$ cat src/rtl/dmem_port_arbiter.sv
// Port-A sequencer for the 16-bit data RAM: arbitrates CPU and DMA requests and
// turns 1/2-byte byte-addressed accesses into word accesses, splitting odd 2-byte ones.
module dmem_port_arbiter #(
  parameter int ADDR_W = 19
) (
  input  logic              clk,
  input  logic              reset,
  input  logic              req0,
  input  logic              we0,
  input  logic              two_byte0,
  input  logic [ADDR_W-1:0] addr0,
  input  logic [15:0]       wdata0,
  output logic              ack0,
  output logic [15:0]       rdata0,
  input  logic              req1,
  input  logic              we1,
  input  logic              two_byte1,
  input  logic [ADDR_W-1:0] addr1,
  input  logic [15:0]       wdata1,
  output logic              ack1,
  output logic [15:0]       rdata1,
  output logic [ADDR_W-2:0] mem_addr,
  output logic [1:0]        mem_byteena,
  output logic [15:0]       mem_wdata,
  output logic              mem_wren,
  input  logic [15:0]       mem_q,
  output logic              busy,
  output logic              owner
);

  localparam int WA_W = ADDR_W - 1;

  typedef enum logic [2:0] {
    IDLE = 3'd0,
    P0   = 3'd1,
    P0W  = 3'd2,
    P1   = 3'd3,
    P1W  = 3'd4,
    RESP = 3'd5
  } state_t;

  state_t            state_r, state_s;
  logic              we_r, we_s;
  logic              two_byte_r, two_byte_s;
  logic [ADDR_W-1:0] addr_r, addr_s;
  logic [15:0]       wdata_r, wdata_s;
  logic              last_grant_r, last_grant_s;
  logic [7:0]        lo_byte_r, lo_byte_s;

  logic [WA_W-1:0]   mem_addr_r, mem_addr_s;
  logic [1:0]        mem_byteena_r, mem_byteena_s;
  logic [15:0]       mem_wdata_r, mem_wdata_s;
  logic              mem_wren_r, mem_wren_s;
  logic              ack0_r, ack0_s, ack1_r, ack1_s;
  logic [15:0]       rdata0_r, rdata0_s, rdata1_r, rdata1_s;
  logic              busy_r, busy_s;
  logic              owner_r, owner_s;

  logic              sel_s;
  logic              sel_we_s;
  logic              sel_two_s;
  logic [ADDR_W-1:0] sel_addr_s;
  logic [15:0]       sel_wdata_s;
  logic [15:0]       first_word_s;
  logic [15:0]       resp_word_s;

  function automatic logic [1:0] first_byteena(input logic two_byte, input logic odd);
    logic [1:0] be;
    if (two_byte && !odd) begin
      be = 2'b11;
    end else if (odd) begin
      be = 2'b10;
    end else begin
      be = 2'b01;
    end
    return be;
  endfunction

  function automatic logic [15:0] first_wdata(input logic [15:0] wd, input logic odd);
    return odd ? {wd[7:0], 8'h00} : wd;
  endfunction

  // Read data from the first word, already shifted so the addressed byte sits in [7:0].
  function automatic logic [15:0] first_rdata(input logic [15:0] q, input logic two_byte,
                                              input logic odd);
    logic [15:0] d;
    if (two_byte && !odd) begin
      d = q;
    end else if (odd) begin
      d = {8'h00, q[15:8]};
    end else begin
      d = {8'h00, q[7:0]};
    end
    return d;
  endfunction

  // Next-state, request capture and registered-output values.
  always_comb begin
    state_s       = state_r;
    we_s          = we_r;
    two_byte_s    = two_byte_r;
    addr_s        = addr_r;
    wdata_s       = wdata_r;
    last_grant_s  = last_grant_r;
    lo_byte_s     = lo_byte_r;
    mem_addr_s    = mem_addr_r;
    mem_byteena_s = mem_byteena_r;
    mem_wdata_s   = mem_wdata_r;
    mem_wren_s    = 1'b0;
    ack0_s        = 1'b0;
    ack1_s        = 1'b0;
    rdata0_s      = rdata0_r;
    rdata1_s      = rdata1_r;
    owner_s       = owner_r;

    // Round-robin on a tie: the requester that did not win last time.
    if (req0 && req1) begin
      sel_s = ~last_grant_r;
    end else begin
      sel_s = req1;
    end
    sel_we_s     = sel_s ? we1       : we0;
    sel_two_s    = sel_s ? two_byte1 : two_byte0;
    sel_addr_s   = sel_s ? addr1     : addr0;
    sel_wdata_s  = sel_s ? wdata1    : wdata0;
    first_word_s = first_rdata(mem_q, two_byte_r, addr_r[0]);
    resp_word_s  = 16'h0000;

    case (state_r)
      IDLE: begin
        if (req0 || req1) begin
          we_s          = sel_we_s;
          two_byte_s    = sel_two_s;
          addr_s        = sel_addr_s;
          wdata_s       = sel_wdata_s;
          owner_s       = sel_s;
          last_grant_s  = sel_s;
          mem_addr_s    = sel_addr_s[ADDR_W-1:1];
          mem_byteena_s = first_byteena(sel_two_s, sel_addr_s[0]);
          mem_wdata_s   = first_wdata(sel_wdata_s, sel_addr_s[0]);
          mem_wren_s    = sel_we_s;
          state_s       = P0;
        end else begin
          state_s = IDLE;
        end
      end
      P0: begin
        state_s = P0W;
      end
      P0W: begin
        lo_byte_s = first_word_s[7:0];
        if (two_byte_r && addr_r[0]) begin
          mem_addr_s    = addr_r[ADDR_W-1:1] + WA_W'(1);
          mem_byteena_s = 2'b01;
          mem_wdata_s   = {8'h00, wdata_r[15:8]};
          mem_wren_s    = we_r;
          state_s       = P1;
        end else begin
          resp_word_s = we_r ? 16'h0000 : first_word_s;
          if (owner_r) begin
            ack1_s   = 1'b1;
            rdata1_s = resp_word_s;
          end else begin
            ack0_s   = 1'b1;
            rdata0_s = resp_word_s;
          end
          state_s = RESP;
        end
      end
      P1: begin
        state_s = P1W;
      end
      P1W: begin
        resp_word_s = we_r ? 16'h0000 : {mem_q[7:0], lo_byte_r};
        if (owner_r) begin
          ack1_s   = 1'b1;
          rdata1_s = resp_word_s;
        end else begin
          ack0_s   = 1'b1;
          rdata0_s = resp_word_s;
        end
        state_s = RESP;
      end
      RESP: begin
        state_s = IDLE;
      end
      default: begin
        state_s = IDLE;
      end
    endcase

    busy_s = (state_s != IDLE);
  end

  // State register.
  always_ff @(posedge clk) begin
    if (!reset) begin
      state_r <= IDLE;
    end else begin
      state_r <= state_s;
    end
  end

  // Captured request fields, arbitration history and registered outputs.
  always_ff @(posedge clk) begin
    if (!reset) begin
      we_r          <= 1'b0;
      two_byte_r    <= 1'b0;
      addr_r        <= '0;
      wdata_r       <= 16'h0000;
      last_grant_r  <= 1'b1;
      lo_byte_r     <= 8'h00;
      mem_addr_r    <= '0;
      mem_byteena_r <= 2'b00;
      mem_wdata_r   <= 16'h0000;
      mem_wren_r    <= 1'b0;
      ack0_r        <= 1'b0;
      ack1_r        <= 1'b0;
      rdata0_r      <= 16'h0000;
      rdata1_r      <= 16'h0000;
      busy_r        <= 1'b0;
      owner_r       <= 1'b0;
    end else begin
      we_r          <= we_s;
      two_byte_r    <= two_byte_s;
      addr_r        <= addr_s;
      wdata_r       <= wdata_s;
      last_grant_r  <= last_grant_s;
      lo_byte_r     <= lo_byte_s;
      mem_addr_r    <= mem_addr_s;
      mem_byteena_r <= mem_byteena_s;
      mem_wdata_r   <= mem_wdata_s;
      mem_wren_r    <= mem_wren_s;
      ack0_r        <= ack0_s;
      ack1_r        <= ack1_s;
      rdata0_r      <= rdata0_s;
      rdata1_r      <= rdata1_s;
      busy_r        <= busy_s;
      owner_r       <= owner_s;
    end
  end

  assign mem_addr    = mem_addr_r;
  assign mem_byteena = mem_byteena_r;
  assign mem_wdata   = mem_wdata_r;
  assign mem_wren    = mem_wren_r;
  assign ack0        = ack0_r;
  assign ack1        = ack1_r;
  assign rdata0      = rdata0_r;
  assign rdata1      = rdata1_r;
  assign busy        = busy_r;
  assign owner       = owner_r;

endmodule

$ cat config.mk
export PLATFORM = sky130hd
export DESIGN_NAME = dmem_port_arbiter
export DESIGN_NICKNAME = d
export VERILOG_FILES = /design/src/rtl/dmem_port_arbiter.sv
export SDC_FILE = /design/constraint.sdc
export NUM_CORES = 1
export LEC_CHECK = 0
export ABC_CLOCK_PERIOD_IN_PS = 3800
export CAP_MARGIN = 20
export CORE_AREA = 2 2 130 132
export CTS_CLUSTER_SIZE = 16
export DETAILED_ROUTE_END_ITERATION = 7
export DIE_AREA = 0 0 132 134
export HOLD_SLACK_MARGIN = 0.15
export PLACE_DENSITY = 0.64
export SLEW_MARGIN = 0
export SYNTH_ARGS = -nofsm -noshare
export SYNTH_HDL_FRONTEND = slang
export SYNTH_SLANG_ARGS = --single-unit
$ cat constraint.sdc
create_clock -name clk -period 3.8 [get_ports clk]
set_input_delay 0.57 -clock clk [delete_from_list [all_inputs] [get_ports clk]]
set_output_delay 0.57 -clock clk [all_outputs]
set_load 0.05 [all_outputs]
# After elaboration in Yosys (flattened, before gate mapping)

Cells that the tools add are included.

Add/subtract/negate cells: 1
Multipliers: 0
Div/mod/pow operators: 0
Magnitude comparators: 0
Equality and inequality tests: 11
Shifts and indexed selects: 0
Multiplexer cells: 41
Bitwise operators: 1
Reductions and logical operators: 15

Operators with widths:

| cell                    | count |
|---|---|
| $mux W16                | 13 |
| $pmux W16 S2            | 3 |
| $mux W18                | 2 |
| $pmux W18 S2            | 1 |
| $mux W19                | 1 |
| $add A18 B1 Y18 const B | 1 |
| $pmux W3 S5             | 1 |
| $ne A2 B2 Y1 const B    | 7 |
| $mux W1                 | 10 |
| $mux W2                 | 4 |
| $mux W8                 | 1 |
| $reduce_and A4 Y1       | 2 |
| $eq A3 B2 Y1 const B    | 2 |
| $pmux W1 S2             | 3 |
| $logic_and A1 B1 Y1     | 4 |
| $pmux W2 S2             | 1 |
| $reduce_bool A2 Y1      | 2 |
| $eq A3 B1 Y1 const B    | 1 |
| $eq A3 B3 Y1 const B    | 1 |
| $logic_not A3 Y1        | 1 |
| $mux W3                 | 1 |
| $reduce_and A3 Y1       | 1 |
| $reduce_bool A3 Y1      | 1 |
| $logic_not A1 Y1        | 2 |
| 3 further kinds         | 3 |

Register bits after elaboration: 122
Bits in latches: 0
RAM bits: 0
Bits in read-only memories: 0
Word-level logic and storage cells: 86
Memories: 0

# Logic depth before layout (Yosys ltp)

Gate-level depths: netlist (run 1).

Depth after elaboration: 8
Gate-level depth with buffers: 8

# Worst setup path before layout (run 1)

OpenSTA, ideal clock, no wires.

Path type: input -> register
From: input req1
To: register busy_r (netlist: busy)
Library setup time: 0.127 ns
Arrival: 1.729 ns
Required time: 3.673 ns
Setup slack: 1.944 ns
Cell stages on the path: 5
Path buffers: 1
Cells stage by stage: or2_1 > and2_0 > clkbuf_1 > o311a_1 > or3_1

Word-level cells in the longest chain between the ends: 4

Ends and longest elaborated chain:

| item                 | RTL line | RTL |
|---|---|---|
| from (decl)          | 15       | `input logic req1,` |
| $logic_or A1 B1 Y1   | 131      | `if (req0 \|\| req1) begin` |
| $mux W1              | 131      |  |
| $pmux W3 S5          | 129      | `case (state_r)` |
| $reduce_bool A3 Y1   | 192      | `busy_s = (state_s != IDLE);` |
| to (signal assigned) | 238      | `busy_r <= busy_s;` |
| to (decl)            | 56       | `logic busy_r, busy_s;` |

Every way passes these cells.
A chain may end at the register's enable or synchronous reset.

# Worst setup path in the final report (run 1)

From: register state_r[1]
To: register mem_addr_r[3] (netlist: mem_addr[3])

Word-level cells in the longest chain between the ends: 3
Elaborated cells between the ends (all ways): 7
Those cells by class: eq/ne (3); mux (1); reduce/logical (3)

Ends and longest elaborated chain:

| item                                                                       | RTL line | RTL |
|---|---|---|
| from (decl)                                                                | 42       | `state_t state_r, state_s;` |
| from (signal assigned)                                                     | 200      | `state_r <= state_s;` |
| $eq A3 B2 Y1 / $logic_not A3 Y1 (equally long branches)                    | 129      |  |
| $ne A2 B2 Y1 (no source line) / $reduce_bool A2 Y1 (equally long branches) | --       |  |
| $reduce_and A3 Y1 (no source line)                                         | --       |  |
| to (signal assigned)                                                       | 230      | `mem_addr_r <= mem_addr_s;` |
| to (decl)                                                                  | 50       | `logic [WA_W-1:0] mem_addr_r, mem_addr_s;` |

Several ways; a longest one is shown, not always the timed one.

==> reports/results.ini, run 1 <==
[outcome]
status = completed

[die]
die_y_um = 134
dieArea_um2 = 17700
core_area_um2 = 16300
start_util_pct = 34.3
rows = 47
fp.dieW_um = 132
top_level_ports = 167

[setup_path]
reg2reg_to = mem_addr[3]
cp.arrival_ps = 2820
cp_num_buf_inv = 1
slowest_stage = nor3b_4
rrSetupSlack_ps = 1340
crit_type = register to register
crit_path_end_kind = register
crit_family = compound AO/OA/AOI/OAI gates
r2r-start = state_r[1]
cp.depth = 5
rr_worst_depth = 5
critPathMaxStageDelay_ps = 680
crit_chain = nor3b_4 -> a32oi_2 -> buf_4 -> a211o_1 -> a21oi_1
worstPathMaxFanout = 25
required_ps = 4160
critPathLaunchType = register

[cts]
cts.clk_slew.worst_paths_ps = 60
holdBufCountCts = 0
postCtsResizedCells = 0
cts_buffer_depth = 2
cts_max_level = 4
cts_tree = done
cts_buffers = 17
cts-root-buf = clkbuf_16
cts_setup_buffers = 0
clock-sinks = 114
worstSkewPairLatency_ps = 420

[logic_synthesis]
synth-simple-area-share_pct = 23.1
syn-instance-count = 664
synth_compound_area_share_pct = 17.0
yosys-mux-area-fraction_pct = 12.2
synth_flop_cell = dfxtp_1
synthAdderAreaFrac_pct = 0.224
ys_ff_latch = 114
netlist_area_um2 = 5580
synth.distinct_cells = 59
synth-seq-area-share_pct = 40.9
async_reset_ff_share_pct = 0
yosys.area.top_type_share_pct = 40.9
avgSynthCellArea_um2 = 8.41
synth_xor_area_share_pct = 2.04
ys.warnings.count = 0
netlist_top_cells_area = dfxtp_1 41%, mux2i_1 12%, nand2_1 6.6%
netlist.top_cell.by_area = dfxtp_1
synth_edf_count = 0
synth_top_family_by_area = simple AND/OR/NAND/NOR gates
synth_fp_nets = 759

[detailed_routing]
drc = 0
first_pass_iters = 5
avgRoutedWirePerCell_um = 16.4
drt_iter0_drc = 253
drt-total-wl_um = 17100
vias = 5273
drt-vias-per-instance = 5.08
ant_nets = 0

[timing]
tightest_slew_ps = 1080
hold_violations = 0
fmax_mhz = 406
post-route-min-period_ps = 2460
finalCritPeriodShare_pct = 64.8
slew_headroom_pct = 27.9
finalMaxSlewViolations = 0
rsz0062_at_grt = no
hold_ws_ps = 451
timing.final.ws_setup_ps = 1340
setup-violations-final = 0
skew_ps = 11.2
setup_tns_ps = 0

[worst_hold_path]
holdPathEnd = mem_addr[3]
holdPathStages = 2
min-delay-path-class = register to register
holdCritStartpoint = mem_addr[3]

[placement]
hpwl_um = 11900
dp.cells = 1007
post-place-ws_ps = 1050
io_buffer_count = 166
gp_congestion = 0.819
postPlaceCellArea_um2 = 7400

[power]
ir_drop_mv = 0.332
finalPower_mw = 4.44
p_leak_nw = 2.99
power_density_nw_per_um2 = 559

[finish]
fin_util_pct = 48.8
syn_to_final_growth_pct = 42.5
fin_nets = 901
postLayoutCellArea_um2 = 7950
drive_above_1_share_pct = 8.30
fin_cells = 1039
num_antenna_cells = 0
nFillCells = 1577

[grt]
grt_pass1_wl_um = 26700
grt_max_degree = 41
grt.total_usage_pct = 19.2
grt_overflow = 0
grt_pass1_vias = 5072
antenna_found_initial = 0

[job]
drv_cap = 0

synthesized netlist by cell type, types with 2 or more instances:
library cell / instances
buf_4: 2
nand4_1: 3
clkbuf_1: 31
xnor2_1: 5
nand2b_1: 2
nor4_1: 4
nand3_1: 28
a211oi_2: 8
dfxtp_1: 114
a21oi_1: 44
nand2_1: 98
o21ai_0: 12
buf_1: 2
nand3b_1: 16
nor3_1: 6
and3_1: 5
a22oi_1: 5
a31oi_1: 3
a311oi_1: 9
mux2i_1: 67
xor2_1: 8
nor2_1: 92
o211ai_1: 11
o211a_1: 3
a32oi_1: 9
inv_1: 4
buf_2: 17
o21ai_1: 2
a211oi_1: 20
nor2b_1: 5
logic make-up (layout without fill, tap and decap cells):
logic type	count (synthesis)	count (layout)
flip-flops	114	114
XOR/XNOR	13	13
adder cells (fa/ha/maj)	1	1
AO/OA/AOI/OAI	135	135
AND/OR/NAND/NOR	275	275
buffers and inverters	58	213
multiplexers	68	68
worst register-to-register path, delay by kind of cell (launching register included):
kind	cells	cell delay [ps]
AOI/OAI and AO/OA	3	840
buffers and inverters	1	360
DFF	1	510
and+or+nand+nor	1	680
routing by layer:
| layer | wire length (um) | up-vias | share of wire, % | track usage, % |
|---|---|---|---|---|
| li1 | - | 2641 | - | - |
| met2 | 8180 | 139 | 48 | 32.3 |
| met5 | 0 | - | 0 | 0 |
| met1 | 7500 | 2472 | 44 | 22.9 |
| met4 | 308 | 0 | 1.8 | 6.64 |
| met3 | 1080 | 21 | 6.3 | 6.65 |
state kept, by name, indices dropped and copies added, names as in the netlist:
signal,count
addr_r,19
mem_addr,18
mem_wdata,16
rdata0,16
rdata1,16
lo_byte_r,8
wdata_r,8
state_r,3
mem_byteena,2
ack0,1
ack1,1
busy,1
last_grant_r,1
mem_wren,1
owner,1
two_byte_r,1
we_r,1
layout by cell type (no fill, tap or decap), types with 16 or more instances in the layout:
| master | count |
|---|---|
| a211oi_1 | 20 |
| a21oi_1 | 44 |
| clkbuf_16 | 17 |
| clkdlybuf4s50_1 | 166 |
| dfxtp_1 | 114 |
| mux2i_1 | 67 |
| nand2_1 | 98 |
| nand3_1 | 28 |
| nand3b_1 | 16 |
| nor2_1 | 92 |
power breakdown:
part           switching (mW)  leakage [nW]  total, mW  internal (mW)
clock network           0.578         0.269       1.49          0.911
registers               0.180         0.935       1.55           1.37
logic                   0.865          1.79       1.40          0.534
total                    1.62          2.99       4.44           2.82
final cells by class:
type                            instances  area, um^2  area share (%)
Inverter                                5        20.0           0.252
Multi-Input combinational cell        492        3070            38.6
Clock buffer                           19         443            5.57
Timing Repair Buffer                  176        1750            22.0
Clock inverter                         13         113            1.42
Tap cell                              220         275            3.46
Sequential cell                       114        2280            28.7
worst max path at each step:
stage | slack [ps] | startpoint | endpoint
3_3_place_gp | 1100 | req0 | mem_byteena[0]
3_5_place_dp | 1050 | req0 | wdata_r[11]
4_1_cts | 1300 | addr_r[0] | rdata1[12]
5_1_grt | 1160 | addr_r[0] | rdata1[12]
6_report | 1340 | state_r[1] | mem_addr[3]
2_1_floorplan | 1940 | req1 | busy
Note: power is estimated with default switching activity, not from simulation.
==> run 2, diff against run 1 <==
Settings changed: ABC_CLOCK_PERIOD_IN_PS 3800 to 2300.
Clock period 3.8 ns to 2.3 ns, I/O delays scaled along.
==> reports/results.ini, run 2 (synthesis results as in run 1) <==
[detailed_routing]
drt-total-wl_um = 17100  ; +0.30%
vias = 5264  ; -0.17%
avgRoutedWirePerCell_um = 16.2  ; -1.5%
ant_nets = 0  ; unchanged
drt-vias-per-instance = 4.98  ; -2.0%
drc = 0  ; unchanged
drt_iter0_drc = 251  ; -0.79%
first_pass_iters = 4  ; -1

[die]
fp.dieW_um = 132  ; unchanged
core_area_um2 = 16300  ; unchanged
start_util_pct = 34.3  ; unchanged
top_level_ports = 167  ; unchanged
rows = 47  ; unchanged
dieArea_um2 = 17700  ; unchanged
die_y_um = 134  ; unchanged

[outcome]
status = completed

[setup_path]
crit_type = register to primary output
slowest_stage = clkdlybuf4s50_1
required_ps = 1960  ; -2200 ps
crit_chain = clkdlybuf4s50_1
crit_family = buffers and inverters
worstPathMaxFanout = 5  ; -80%
critPathMaxStageDelay_ps = 860  ; +180 ps
crit_path_end_kind = primary output
critPathLaunchType = register
cp.arrival_ps = 1730  ; -1090 ps
cp_num_buf_inv = 1  ; unchanged

[grt]
grt_pass1_wl_um = 27700  ; +3.9%
grt_overflow = 0  ; unchanged
antenna_found_initial = 0  ; unchanged
grt_max_degree = 44  ; +7.3%
grt.total_usage_pct = 19.6  ; +0.34 points
grt_pass1_vias = 5305  ; +4.6%

[power]
power_density_nw_per_um2 = 926  ; +66%
ir_drop_mv = 0.557  ; +68%
p_leak_nw = 3.13  ; +4.6%

[finish]
largest_reg_flops = 19  ; unchanged
final_common_cell = clkdlybuf4s50_1
syn_to_final_growth_pct = 46.6
fin_util_pct = 50.2  ; +1.4 points
drive_above_1_share_pct = 10.4  ; +2.1 points
most-common-layout-cells = 166 x clkdlybuf4s50_1, 114 x dfxtp_1, 98 x nand2_1, 92 x nor2_1, 67 x mux2i_1
num_antenna_cells = 0  ; unchanged
top_register = addr_r
nFillCells = 1527  ; -3.2%
postLayoutCellArea_um2 = 8180  ; +2.9%
fin_nets = 922  ; +2.3%

[cts]
cts_buffers = 17  ; unchanged
cts-root-buf = clkbuf_16
clock-sinks = 114  ; unchanged
cts_max_level = 4  ; unchanged
cts_tree = done
postCtsResizedCells = 0  ; unchanged
worstSkewPairLatency_ps = 420  ; about the same
cts_buffer_depth = 2  ; unchanged
cts.clk_slew.worst_paths_ps = 60  ; about the same
holdBufCountCts = 0  ; unchanged
cts_setup_buffers = 0  ; unchanged

[timing]
setup-violations-final = 0  ; unchanged
finalCritPeriodShare_pct = 90.3
rsz0062_at_grt = no
setup_tns_ps = 0  ; unchanged
skew_ps = 13.4  ; +2.19 ps
timing.final.ws_setup_ps = 223  ; -1120 ps
slew_headroom_pct = 31.8  ; +3.9 points
finalMaxSlewViolations = 0  ; unchanged
tightest_slew_ps = 1020  ; -57.7 ps
post-route-min-period_ps = 2080
hold_violations = 0  ; unchanged
fmax_mhz = 481

[worst_hold_path]
min-delay-path-class = register to register

[placement]
gp_congestion = 0.820  ; +0.17%
io_buffer_count = 166  ; unchanged
hpwl_um = 12000  ; +1.1%
postPlaceCellArea_um2 = 7610  ; +2.8%
post-place-ws_ps = 115  ; -933 ps

[job]
drv_cap = 0  ; unchanged

## run 2: per-layer routing
layer	global-route usage (%)	share of wire [%]	up-vias
met5	0	0	-
met4	6.82	1.2	0
met3	5.97	6.2	10
met2	32.4	48	149
met1	24.2	45	2432
li1	-	-	2673
## run 2: per-stage QoR
stage	std cells	hold slack, ps	total power, mW
after floorplan	664	476	4.13
after global placement	1028	444	5.01
after detailed placement	1028	446	5.03
after CTS	1058	454	7.64
after global routing	1058	474	7.96
final	1058	451	7.58
## run 2: worst paths after layout
check	start	to	slack, ps	cells past startpoint
worst min register to register	mem_addr[12]	mem_addr[12]	450	2
worst max register to register	state_r[1]	rdata0[12]	320	5
worst min-delay path	mem_addr[12]	mem_addr[12]	450	2
worst max-delay path	owner	owner	220	1
## run 2: power by group
part / leakage, nW / switching [mW] / internal, mW
Clock: 0.281 / 0.930 / 1.66
Sequential: 0.935 / 0.237 / 2.27
Combinational: 1.92 / 1.50 / 0.977
Total: 3.13 / 2.67 / 4.91
## run 2: final cells by class
cell class,instances,area (um^2),area share (%)
tap,220,275,3.36
clock buffer,21,470,5.75
timing repair buffer,197,1960,23.9
clock inverter,9,108,1.31
inverter,5,20.0,0.245
sequential,114,2280,27.9
multi-input combinational,492,3070,37.5
==> run 3, diff against run 2 <==
Settings changed: HOLD_SLACK_MARGIN 0.15 to 0.1, TNS_END_PERCENT set to 50.
==> results of run 3 <==
Final layout, timing and power as in run 2 (identical DEF).
